--- src/rtl/rx_decoder.sv ---
// rtl/rx_decoder.sv - USB full-speed receive line decoder
// Synchronises D+/D-, recovers bit timing from edges, NRZI-decodes, unstuffs and detects EOP.
`timescale 1ns/1ps
module rx_decoder #(
  parameter int CLKS_PER_BIT = 8,
  parameter int SAMPLE_PT    = 4
) (
  input  logic clk,
  input  logic n_rst,
  input  logic dplus_in,
  input  logic dminus_in,
  output logic d_orig,
  output logic new_bit,
  output logic eop,
  output logic stuff_err,
  output logic rcving
);

  localparam int TW = (CLKS_PER_BIT > 1) ? $clog2(CLKS_PER_BIT) : 1;

  typedef enum logic [2:0] {IDLE, RECV, EOP1, EOP2, ERR} state_t;

  state_t          state_q;
  logic            dp_meta_q, dp_s_q, dm_meta_q, dm_s_q, dp_dly_q;
  logic            prev_dp_q;
  logic [2:0]      ones_q;
  logic [TW-1:0]   timer_q, timer_d;
  logic            d_orig_q, new_bit_q, eop_q, stuff_err_q, rcving_q;

  logic line_edge, sample, se0, se1, line_j, line_k, raw_bit;

  assign line_edge = (dp_s_q != dp_dly_q);
  assign se0       = ~dp_s_q & ~dm_s_q;
  assign se1       =  dp_s_q &  dm_s_q;
  assign line_j    =  dp_s_q & ~dm_s_q;
  assign line_k    = ~dp_s_q &  dm_s_q;
  assign raw_bit   = (dp_s_q == prev_dp_q);

  // An edge in the same cycle as the sample point suppresses the sample.
  assign sample = (state_q != IDLE) && (timer_q == TW'(SAMPLE_PT)) && !line_edge;

  always_comb begin
    timer_d = timer_q + TW'(1);
    if (line_edge || state_q == IDLE || timer_q == TW'(CLKS_PER_BIT - 1))
      timer_d = '0;
  end

  always_ff @(posedge clk or negedge n_rst) begin
    if (!n_rst) begin
      dp_meta_q   <= 1'b1;
      dp_s_q      <= 1'b1;
      dm_meta_q   <= 1'b0;
      dm_s_q      <= 1'b0;
      dp_dly_q    <= 1'b1;
      prev_dp_q   <= 1'b1;
      ones_q      <= 3'd0;
      timer_q     <= '0;
      state_q     <= IDLE;
      d_orig_q    <= 1'b1;
      new_bit_q   <= 1'b0;
      eop_q       <= 1'b0;
      stuff_err_q <= 1'b0;
      rcving_q    <= 1'b0;
    end else begin
      dp_meta_q   <= dplus_in;
      dp_s_q      <= dp_meta_q;
      dm_meta_q   <= dminus_in;
      dm_s_q      <= dm_meta_q;
      dp_dly_q    <= dp_s_q;
      timer_q     <= timer_d;
      new_bit_q   <= 1'b0;
      eop_q       <= 1'b0;
      stuff_err_q <= 1'b0;

      if (sample && !se0)
        prev_dp_q <= dp_s_q;

      case (state_q)
        IDLE: begin
          if (line_edge && line_k) begin
            state_q   <= RECV;
            prev_dp_q <= 1'b1;
            ones_q    <= 3'd0;
            rcving_q  <= 1'b1;
          end
        end
        RECV: begin
          if (sample) begin
            if (se0) begin
              state_q <= EOP1;
            end else if (se1) begin
              state_q <= ERR;
            end else if (ones_q == 3'd6) begin
              // Bit after six ones must be a stuffed zero; a one is a violation.
              ones_q <= 3'd0;
              if (raw_bit) begin
                stuff_err_q <= 1'b1;
                state_q     <= ERR;
              end
            end else begin
              new_bit_q <= 1'b1;
              d_orig_q  <= raw_bit;
              ones_q    <= raw_bit ? ones_q + 3'd1 : 3'd0;
            end
          end
        end
        EOP1: begin
          if (sample)
            state_q <= se0 ? EOP2 : ERR;
        end
        EOP2: begin
          if (sample && !se0) begin
            if (line_j) begin
              eop_q     <= 1'b1;
              state_q   <= IDLE;
              prev_dp_q <= 1'b1;
              ones_q    <= 3'd0;
              rcving_q  <= 1'b0;
            end else begin
              state_q <= ERR;
            end
          end
        end
        ERR: begin
          if (sample && se0)
            state_q <= EOP1;
        end
        default: state_q <= IDLE;
      endcase
    end
  end

  assign d_orig    = d_orig_q;
  assign new_bit   = new_bit_q;
  assign eop       = eop_q;
  assign stuff_err = stuff_err_q;
  assign rcving    = rcving_q;

endmodule

--- config.mk ---
export PLATFORM = sky130hd
export DESIGN_NAME = rx_decoder
export DESIGN_NICKNAME = d
export VERILOG_FILES = /design/src/rtl/rx_decoder.sv
export SDC_FILE = /design/constraint.sdc
export NUM_CORES = 1
export LEC_CHECK = 0
export BUFFER_PORTS_ARGS = -buffer_cell sky130_fd_sc_hd__buf_4
export CORE_UTILIZATION = 33
export DETAILED_ROUTE_END_ITERATION = 8
export GPL_ROUTABILITY_DRIVEN = 0
export PLACE_DENSITY_LB_ADDON = 0.25
export SYNTH_ARGS = -nofsm -noshare
export SYNTH_HDL_FRONTEND = slang
export SYNTH_SLANG_ARGS = --single-unit
--- constraint.sdc ---
create_clock -name clk -period 2.35 [get_ports clk]
set_clock_uncertainty 0.1 [all_clocks]
set_input_delay 0.1175 -clock clk [delete_from_list [all_inputs] [get_ports clk]]
set_output_delay 0.1175 -clock clk [all_outputs]
set_load 0.01 [all_outputs]
Word level (Yosys, flattened, before mapping)
Cells that the tools add are included.
Operators by class
  equal/unequal tests: 19
  reductions and logical operators: 17
  multiplexer cells: 45
  bitwise operators: 9
  $add $sub $neg: 2
Operators with widths (count)
  3-bit two-way mux: 20
  1-bit two-way mux: 21
  3-bit case mux with 5 select lines: 1
  2-bit != test (second input constant): 7
  7-bit AND reduction: 2
  3-bit equality test (second input constant): 4
  3-bit case mux with 3 select lines: 1
  4-bit != test (second input constant): 2
  3-bit by 1-bit adder with 3-bit output (second input constant): 2
  3-bit by 2-bit equality test with 1-bit output (second input constant): 2
  3-bit nonzero test: 2
  1-bit logical AND: 5
  1-bit inverter: 5
  5-bit AND reduction: 1
  1-bit AND: 4
  1-bit case mux with 2 select lines: 2
  4-bit AND reduction: 1
  3-bit by 1-bit equality test with 1-bit output (second input constant): 1
  3-bit logical NOT: 1
  1-bit logical NOT: 2
  1-bit logical OR: 2
  2-bit by 1-bit != test with 1-bit output (second input constant): 1
  2-bit nonzero test: 1
  1-bit equality test: 1
  1-bit != test: 1
Storage, ports and cells
  word-level logic and storage cells: 106
  output and inout bits: 5
  flip-flop bits (word level): 20

Logic depth before layout (Yosys ltp)
  depth in word-level cells: 8
  mapped depth: 8
  gate-level depth less buffers: 7

Worst setup path after synthesis
Ideal clock, no wire load.
  path type: reg2reg
  from: register dp_s_q
  to: register ones_q[2]
  slack: 0.133 ns
  library setup time: 0.129 ns
  clock period less this slack: 2.217 ns
  data arrival time: 1.988 ns
  buffers on the path: 1
  cell stages (with the launch flop): 9
  path through: dfstp_2 inv_1 ha_1 clkbuf_1 and3b_2 nand2b_2 a221o_1 o21ai_1 o41ai_2
On the way
  longest elaborated chain between the ends: 7
RTL lines
  start, declared: line 24  | logic dp_meta_q, dp_s_q, dm_meta_q, dm_s_q, dp_dly_q;
  start signal, assigned: line 66  | dp_s_q <= dp_meta_q;
  1-bit equality test: line 37  | assign raw_bit = (dp_s_q == prev_dp_q);
  3-bit two-way mux: line 103  | ones_q <= raw_bit ? ones_q + 3'd1 : 3'd0;
  3-bit two-way mux: line 93  | end else if (ones_q == 3'd6) begin
  3-bit two-way mux: line 91  | end else if (se1) begin
  3-bit two-way mux: line 89  | if (se0) begin
  3-bit two-way mux: line 88  | if (sample) begin
  3-bit case mux with 3 select lines: line 78  | case (state_q)
  end signal, assigned: line 103
  end, declared: line 26  | logic [2:0] ones_q;
Parallel ways exist; a longest one is shown, timed or not. The select of a mux whose other input is x is not followed.
A chain may end at the register's enable or synchronous reset.

Worst setup path after layout
Same ends and word-level chain as after synthesis.

==> flow_summary.json <==
{
  "fin_cells": 162,
  "fin_ws_ns": 0.186,
  "hold_violations": 0,
  "yosys_warnings": 0,
  "start_kind": "register",
  "timing.rr.start": "dp_s_q",
  "antenna_left": 0,
  "slowest_delay_ns": 0.64,
  "grt_overflow": 0,
  "synth_compound_area_share_pct": 14.9,
  "htreeDepth": 1,
  "die_w_um": 59.6,
  "fin_setup_tns_ns": 0,
  "antenna_found_initial": 0,
  "rows": 20,
  "status": "finished clean",
  "cts_buffer_depth": 2,
  "grt_pass1_vias": 725,
  "path_clk_slew_ns": 0.12,
  "io_pins": 9,
  "reg2regPathDepth": 7,
  "die_h_um": 59.6,
  "postCtsResizedCells": 0,
  "fin_crit_sh_pct": 92.1,
  "critPathTopFamily": "compound AO/OA/AOI/OAI gates",
  "leakage_nw": 0.562,
  "clock_latency_ns": 0.31,
  "drive_gt1_share_pct": 26.3,
  "critical_path.endpoint_type": "register",
  "critical_path_class": "reg -> reg",
  "ys_types": 39,
  "via_count": 785,
  "relSlewSlack_pct": 67.2,
  "ys_seq_area_share_pct": 46.3,
  "dpl.cell_count": 155,
  "fin_util_pct": 41.0,
  "finalMaxSlewViolations": 0,
  "drcViolationCount": 0,
  "crit_path_max_fanout": 7,
  "synthXorXnorAreaFrac_pct": 2.29,
  "top_regs": "ones_q (3), state_q (3), timer_q (3)",
  "synth.avg_cell_area_sq_um": 10.4,
  "path_cells": "inv_1, ha_1, and3b_2, nand2b_2, a221o_1, o21ai_1, o41ai_2",
  "grt_pass1_wl_mm": 3.22,
  "cts_tree": "built",
  "netlist_instances": 105,
  "start_util_pct": 35.2,
  "routed_wl_mm": 1.87,
  "synthAdderAreaFrac_pct": 10.3,
  "area_growth_pct": 16.2,
  "ys_async_sr_fraction_pct": 100,
  "synthSimpleGateAreaFrac_pct": 20.7,
  "synth_area_leaders": "dfrtp_1 (34%), dfstp_2 (12%), ha_1 (10%), nor3_1 (3.2%), inv_1 (2.7%)",
  "cts_root_buf": "clkbuf_4",
  "nNetsFinal": 132,
  "fmax_mhz": 462,
  "hpwlAfterDp_mm": 1.36,
  "maxCapViolations": 0,
  "ys_ff_latch": 20,
  "synth_edf_count": 0,
  "antennaDiodeCount": 0,
  "critPathLaunch": "dp_s_q",
  "tightest_slew_ns": 0.488,
  "synth_top_family_by_area": "simple AND/OR/NAND/NOR gates",
  "post-cts-setup-buffer-count": 0,
  "drt-vias-per-instance": 4.85,
  "fillers": 321,
  "ir_drop_uv": 377,
  "p_per_area_nw_per_um2": 778,
  "yosysTopAreaCell": "dfrtp_1",
  "worst_hold_path_type": "in -> async",
  "synth_top_area_share_pct": 34.3,
  "crit_slowest_cell": "dfstp_2",
  "crit_required_ns": 2.44,
  "dr.pass1.iters": 4,
  "cts-buffers-inserted": 3,
  "synthTopCellsByCount": "dfrtp_1 (15), ha_1 (9), inv_1 (8), nand2_1 (8), nor3_1 (7)",
  "drt_iter0_markers": 11,
  "wl_per_cell_um": 11.5,
  "core_area_sq_um": 3100,
  "netlist_area_sq_um": 1090,
  "ff2ff_setup_slack_ns": 0.19,
  "reg2reg_to": "ones_q[2]",
  "cts_sinks": 20,
  "dieArea_sq_um": 3550,
  "yosysMostFrequentCell": "dfrtp_1",
  "grt_max_degree": 21,
  "critPathBufInv": 1,
  "synth_mux_area_share_pct": 1.03,
  "setup-violations-final": 0,
  "whs_ns": 0.113,
  "pre_cts_slack_ns": 0.209,
  "grt_use_total_pct": 12.4,
  "critPathArrivalTime_ns": 2.25,
  "min_period_ns": 2.16,
  "rsz0062_at_grt": "no",
  "synth_nets": 118,
  "numPortBuffers": 8,
  "synthFlopType": "dfrtp_1"
}
[power by group]
part	switching (mW)	internal, mW	total (mW)	leakage, nW
clock	0.108	0.0945	0.203	0.0210
combinational	0.144	0.135	0.279	0.301
sequential	0.0905	0.417	0.508	0.241
total	0.343	0.647	0.990	0.562
[layout make-up]
class	count	area (sq um)	area share, %
clock buffer	4	36.3	2.85
inverter	8	30.0	2.36
sequential	20	507	39.9
tap	44	55.1	4.33
timing repair buffer	13	105	8.27
multi-input combinational	73	538	42.3
[stage by stage]
step	cell area (sq um)	total power [mW]
floorplan	1090	0.712
global placement	1200	0.783
detailed placement	1200	0.792
CTS	1270	1.00
global route	1270	1.07
finish	1270	0.990
[per-layer routing]
metal | part of all wire [%] | track usage, %
met1 | 52 | 16.1
met2 | 43 | 19.3
met3 | 3.8 | 3.93
met4 | 1.2 | 4.32
met5 | 0 | 0
[cell usage in the layout (no fill, tap or decap), types with 2 or more instances in the layout]
| cell type | n |
|---|---|
| a21oi_1 | 3 |
| a31o_2 | 2 |
| a31oi_1 | 2 |
| and2_1 | 2 |
| buf_4 | 10 |
| clkbuf_4 | 3 |
| dfrtp_1 | 15 |
| dfstp_2 | 5 |
| dlygate4sd3_1 | 3 |
| ha_1 | 9 |
| inv_1 | 8 |
| nand2_1 | 8 |
| nand3b_1 | 2 |
| nand4_1 | 2 |
| nor2_1 | 6 |
| nor3_1 | 7 |
| nor4_1 | 2 |
| o21ai_0 | 5 |
| or2b_2 | 2 |
[logic make-up after synthesis]
kind of cell    count (synthesis)
buf+inv                        12
fa+ha+maj                       9
flops                          20
simple gates                   39
compound gates                 22
xor+xnor                        2
mux                             1
[how the worst max path moves through the flow]
stage                            to  slack, ns  cells past startpoint
after floorplan           ones_q[2]       0.13                      8
after global placement    ones_q[2]       0.25                      7
after detailed placement  ones_q[2]       0.21                      7
after CTS                 ones_q[2]       0.17                      7
after global routing      ones_q[2]       0.07                      7
final                     ones_q[2]       0.19                      7
[repair_timing]
item                                    4_1_cts  5_1_grt
hold buffers                                  3        0
endpoints found under the setup margin        0        0
hold endpoints to repair                     22        0
Power figures use the tool's default switching activity.
